<file path="src/rtl/wide_narrow_bank_scheduler.sv">
// wide_narrow_bank_scheduler: weighted wide/narrow arbiter for one wide-bank group of shared SRAM macros.
// Ports:
//   clk_i, rst_ni                        clock, asynchronous active-low reset
//   cfg_narrow_weight_i, cfg_wide_weight_i  contention cycles per side before yielding (0 acts as 1)
//   narrow_valid_i / narrow_ready_o      per-lane narrow request handshake
//   wide_valid_i / wide_ready_o          wide request handshake
//   bank_req_o, bank_wide_sel_o          per-macro request enables and wide data-mux select
//   narrow_rvalid_o, wide_rvalid_o       read-response valids, MemLatency cycles after grant
//   prio_wide_o                          current priority state
module wide_narrow_bank_scheduler #(
    parameter int NarrowPerWide = 4,
    parameter int MemLatency    = 1,
    parameter int WeightWidth   = 4
) (
    input  logic                     clk_i,
    input  logic                     rst_ni,
    input  logic [WeightWidth-1:0]   cfg_narrow_weight_i,
    input  logic [WeightWidth-1:0]   cfg_wide_weight_i,
    input  logic [NarrowPerWide-1:0] narrow_valid_i,
    output logic [NarrowPerWide-1:0] narrow_ready_o,
    input  logic                     wide_valid_i,
    output logic                     wide_ready_o,
    output logic [NarrowPerWide-1:0] bank_req_o,
    output logic                     bank_wide_sel_o,
    output logic [NarrowPerWide-1:0] narrow_rvalid_o,
    output logic                     wide_rvalid_o,
    output logic                     prio_wide_o
);
    typedef enum logic {PRIO_NARROW = 1'b0, PRIO_WIDE = 1'b1} prio_e;
    prio_e                    prio_q, prio_d;
    logic [WeightWidth-1:0]   cnt_q, cnt_d, w_cfg;
    logic [WeightWidth:0]     cnt_inc, w_eff;
    logic [NarrowPerWide-1:0] ngnt;
    logic                     any_n, cont, wgnt, yield;
    logic [NarrowPerWide:0]   pipe_q [MemLatency];

    always_comb begin
        any_n           = |narrow_valid_i;
        cont            = wide_valid_i & any_n;
        // Any narrow lane blocks the whole wide access because wide spans all macros.
        wide_ready_o    = prio_q == PRIO_WIDE ? 1'b1 : ~any_n;
        narrow_ready_o  = prio_q == PRIO_WIDE && wide_valid_i ? '0 : '1;
        ngnt            = narrow_valid_i & narrow_ready_o;
        wgnt            = wide_valid_i & wide_ready_o;
        bank_req_o      = ngnt | {NarrowPerWide{wgnt}};
        bank_wide_sel_o = wgnt;
        w_cfg           = prio_q == PRIO_WIDE ? cfg_wide_weight_i : cfg_narrow_weight_i;
        w_eff           = w_cfg == '0 ? (WeightWidth+1)'(1) : {1'b0, w_cfg};
        // Extra bit keeps the compare correct when the weight is lowered below the count.
        cnt_inc         = {1'b0, cnt_q} + 1'b1;
        yield           = cont && cnt_inc >= w_eff;
        prio_d          = yield ? prio_e'(~prio_q) : prio_q;
        cnt_d           = yield ? '0 : cont ? cnt_q + 1'b1 : cnt_q;
    end

    always_ff @(posedge clk_i or negedge rst_ni) begin
        if (!rst_ni) begin
            prio_q <= PRIO_NARROW;
            cnt_q  <= '0;
            for (int i = 0; i < MemLatency; i++) pipe_q[i] <= '0;
        end else begin
            prio_q    <= prio_d;
            cnt_q     <= cnt_d;
            pipe_q[0] <= {wgnt, ngnt};
            for (int i = 1; i < MemLatency; i++) pipe_q[i] <= pipe_q[i-1];
        end
    end

    assign {wide_rvalid_o, narrow_rvalid_o} = pipe_q[MemLatency-1];
    assign prio_wide_o = prio_q == PRIO_WIDE;

    always @(posedge clk_i) begin
        if (rst_ni) begin
            assert (MemLatency >= 1 && NarrowPerWide >= 1);
            assert (!(wgnt && |ngnt));
            assert (!wide_rvalid_o || $past(wgnt, MemLatency));
            assert ((narrow_rvalid_o & ~$past(ngnt, MemLatency)) == '0);
        end
    end
endmodule

</file>
<file path="config.mk">
export PLATFORM = sky130hd
export DESIGN_NAME = wide_narrow_bank_scheduler
export DESIGN_NICKNAME = d
export VERILOG_FILES = /design/src/rtl/wide_narrow_bank_scheduler.sv
export SDC_FILE = /design/constraint.sdc
export NUM_CORES = 1
export LEC_CHECK = 0
export ABC_AREA = 1
export CAP_MARGIN = 20
export CORE_AREA = 4 4 46 48
export CTS_CLUSTER_SIZE = 40
export DETAILED_ROUTE_END_ITERATION = 8
export DIE_AREA = 0 0 50 52
export PLACE_DENSITY_LB_ADDON = 0.25
export REMOVE_ABC_BUFFERS = 1
export SETUP_SLACK_MARGIN = 0.3
export SYNTH_ARGS = -nofsm -noshare
export SYNTH_HDL_FRONTEND = slang
export SYNTH_SLANG_ARGS = --single-unit
export TNS_END_PERCENT = 50
</file>
<file path="constraint.sdc">
create_clock -name clk_i -period 2.3 [get_ports clk_i]
set_input_delay 0.345 -clock clk_i [delete_from_list [all_inputs] [get_ports clk_i]]
set_output_delay 0.345 -clock clk_i [all_outputs]
set_load 0.05 [all_outputs]
</file>
==> summary.md <==
| Metric | Value |
|---|---|
| Run status | finished, final reports clean |
| Core Footprint | 1710 µm² |
| ANT cells | 0 |
| FF-to-FF Start | prio_wide_o$_DFFE_PN0P_ |
| WP buf/inv | 1 |
| Crit path kind | reg -> out |
| Worst Hold Class | in -> async |
| Avg Cell Area, Syn | between 6 and 7 µm² |
| Mux share of post-synthesis cell area | 1.49% |
| Yosys top cell area share | about 37% |
| Clock root buffer | clkbuf_4 |
| ANT nets after route | 0 |
| Maxcap violations | 0 |
| Seq/Total Area, Yosys | a little under two fifths |
| Synthesized flop and latch total | 10 |
| Final period util | between 80 and 90% |
| All-layer global routing usage | about 13% |
| Relative slew slack | approximately 66% |
| Tmin final | between 1.5 and 2 ns |
| Routed wire length | 1.70 mm |
| I/O Pins | 31 |
| Post-synth EDFFs | 0 |
| Ys Warns | 0 |
| Slowest-stage cell, CP | clkdlybuf4s50_1 |
| Drt first pass iters | 5 |
| Finished Layout Cells | approximately 150 |
| Fraction of the mapped netlist area in simple logic gates | between 30% and 40% |
| Area of the mapped netlist | between 600 and 700 µm² |
| Startpoint type of the worst setup path | flip-flop |
| Detail Placement HPWL | 1.33 mm |
| FP Rows | 15 |
| CP delay by family, top | buffers and inverters |
| Main combinational cell family by area after synthesis | simple AND/OR/NAND/NOR gates |
| Initial antenna violation count | 0 |
| P_sw | roughly 680 µW |
| Comb power frac | 66.9% |
| Placed cell count | approximately 150 |
| Die area | 2600 µm² |
| Critical path data arrival time | between 1.5 and 2 ns |
| Clock latency at the later pin of the worst-skew pair | 0.26 ns |
| Largest net degree at the start of global routing | 11 |
| Via Count | around 700 |
| Post-synthesis compound-gate area fraction | about 4.7% |
| Port bufs | 30 |
| Die Span Y | about 52 µm |
| Synth Instances | 96 |
| PD cells | ~1200 nW/µm² |
| Worst hold slack | slightly below 0.4 ns |
| DP Worst Slack | ~0.13 ns |
| Clk buf depth | 2 |
| List of most frequent post-synthesis cells | nand2_1 (34), inv_1 (18), dfrtp_1 (10) |
| Setup skew after layout | a little under 0.003 ns |
| LEAKAGE | between 0.5 and 0.6 nW |
| GR Overflow Total | 0 |
| Worst-margin pin slew | about 0.50 ns |
| Synth area leaders | dfrtp_1 (37%), nand2_1 (19%), inv_1 (10%) |
| Layout cells sized above 1 | between 10% and 20% |
| Num CTS Buffers | 3 |
| Post-synthesis xor/xnor area fraction | about 1.3% |
| Distinct cell type count after synthesis | 16 |
| Worst Setup End Kind | primary output |
| Count leader, synth | nand2_1 |
| Sequential share of power | a little over a fifth |
| GPL Wtd Cong | 0.802 |
| Vias in the first global route | 627 |
| First-pass GRT wire length | 2.50 mm |
| Final setup viols | 0 |
| Clk sink count | 10 |
| Max FO, Critical Path | 8 |
| RSZ-0062 raised after global routing | no |
| DRC | 0 |
| Area grow syn2layout | 61.3% |
| Post-synthesis adder-cell area fraction | a little under a tenth |
| Leading area contributor after synthesis | dfrtp_1 |
| Crit path depth | 1 |
| Die X-Extent | ~50 µm |
| DRT iter0 DRCs | 5 |
| Final WS setup | 0.437 ns |
| H-Tree Depth | 1 |
| Reg2Reg Depth | 12 |
| Clock transition at the registers of the reported paths | roughly 0.060 ns |
| R2R setup slack | between 0.4 and 0.5 ns |
| Hold Vio Cnt, Final | 0 |
| Most common flop cell mapped by yosys | dfrtp_1 |
| Cell Int Power | ~670 µW |
| Peak Freq | approximately 0.54 GHz |
| Worst IR Drop VDD | 0.000597 V |
| Sw Ratio | 50.5% |
| Worst Path Required | 1.96 ns |
| Crit. Startpoint | prio_wide_o$_DFFE_PN0P_ |
| Fin. max-slew vios | 0 |
| Clk pwr share | roughly 12% |
| Via density | roughly 4.5 |
| Drt wl/cell | ~11 µm |
| Critical-path cell list | clkdlybuf4s50_1 |
| TritonCTS clock tree | yes |
| Post-DP Area | slightly above 1000 µm² |
| Final Cell Area | approximately 1100 µm² |
| Post-layout nets | 150 |
| Setup TNS Final | 0 ns |
| Initial Util | between 30 and 40% |
| CP max stage delay | about 0.82 ns |
| Share of flip-flops with an asynchronous set or reset | 100% |
## layout by cell type, fill, tap and decap left out
cell	instances
nand2_2	1
clkdlybuf4s50_1	20
nand3_2	1
or2_1	3
inv_1	18
clkbuf_4	3
mux2i_1	1
nand4_1	3
o21ai_1	1
o21a_1	1
o21ai_2	2
inv_2	1
a21oi_1	1
clkbuf_8	1
ha_1	5
dfrtp_2	2
xor2_1	1
buf_4	7
dfrtp_1	8
nor2_1	8
buf_12	5
nand3_1	3
nand2_1	33
## state kept, by name, summed over array words and instances (netlist names)
name and cells:
cnt_q 4, prio_wide_o 1, pipe_q 5
## repair_timing
action,4_1_cts,5_1_grt
hold buffers,0,0
setup endpoints to repair,0,4
resized for setup,0,5
buffers inserted,0,2
## worst paths after layout
kind,endpoint
setup / recovery,prio_wide_o
max in group asynchronous,cnt_q[0]$_DFFE_PN0P_
hold / removal,pipe_q[2]$_DFF_PN0_
hold reg to reg,cnt_q[3]$_DFFE_PN0P_
setup reg to reg,cnt_q[1]$_DFFE_PN0P_
min in group clk_i,cnt_q[3]$_DFFE_PN0P_
## power groups by stage
stage               combinational [mW]  sequential (mW)  clock (mW)
global placement                 0.822            0.291           0
detailed placement               0.836            0.295           0
CTS                              0.840            0.292       0.158
finish                           0.900            0.291       0.154
global route                     0.971            0.300       0.171
floorplan                        0.483            0.365           0
## cells by family after synthesis
group,Yosys count
compound gates,5
xor+xnor,1
fa+ha+maj,5
buf+inv,22
flops,10
mux,1
simple gates,52
## per-layer routing
layer / wire [µm] / vias up / GRT usage, %
li1: - / 356 / -
met1: 695 / 308 / 13.4
met2: 889 / 27 / 23.0
met3: 109 / 0 / 5.16
met4: 0 / 0 / 2.76
met5: 0 / - / 0
## final cells by class
cell class / count / area, µm²
fillers: 136 / 624
repair buffers: 32 / 353
multi-input cells: 64 / 339
flip-flops and latches: 10 / 253
inverters: 19 / 71.3
clock buffers: 4 / 36.3
well taps: 25 / 31.3
## metrics by stage
stage	power (mW)	utilization, %
after floorplan	0.849	-
after detailed placement	1.13	59.6
final	1.35	63.4
after CTS	1.29	61.8
after global placement	1.11	59.6
after global routing	1.44	63.4
(Power assumes the default switching activity.)
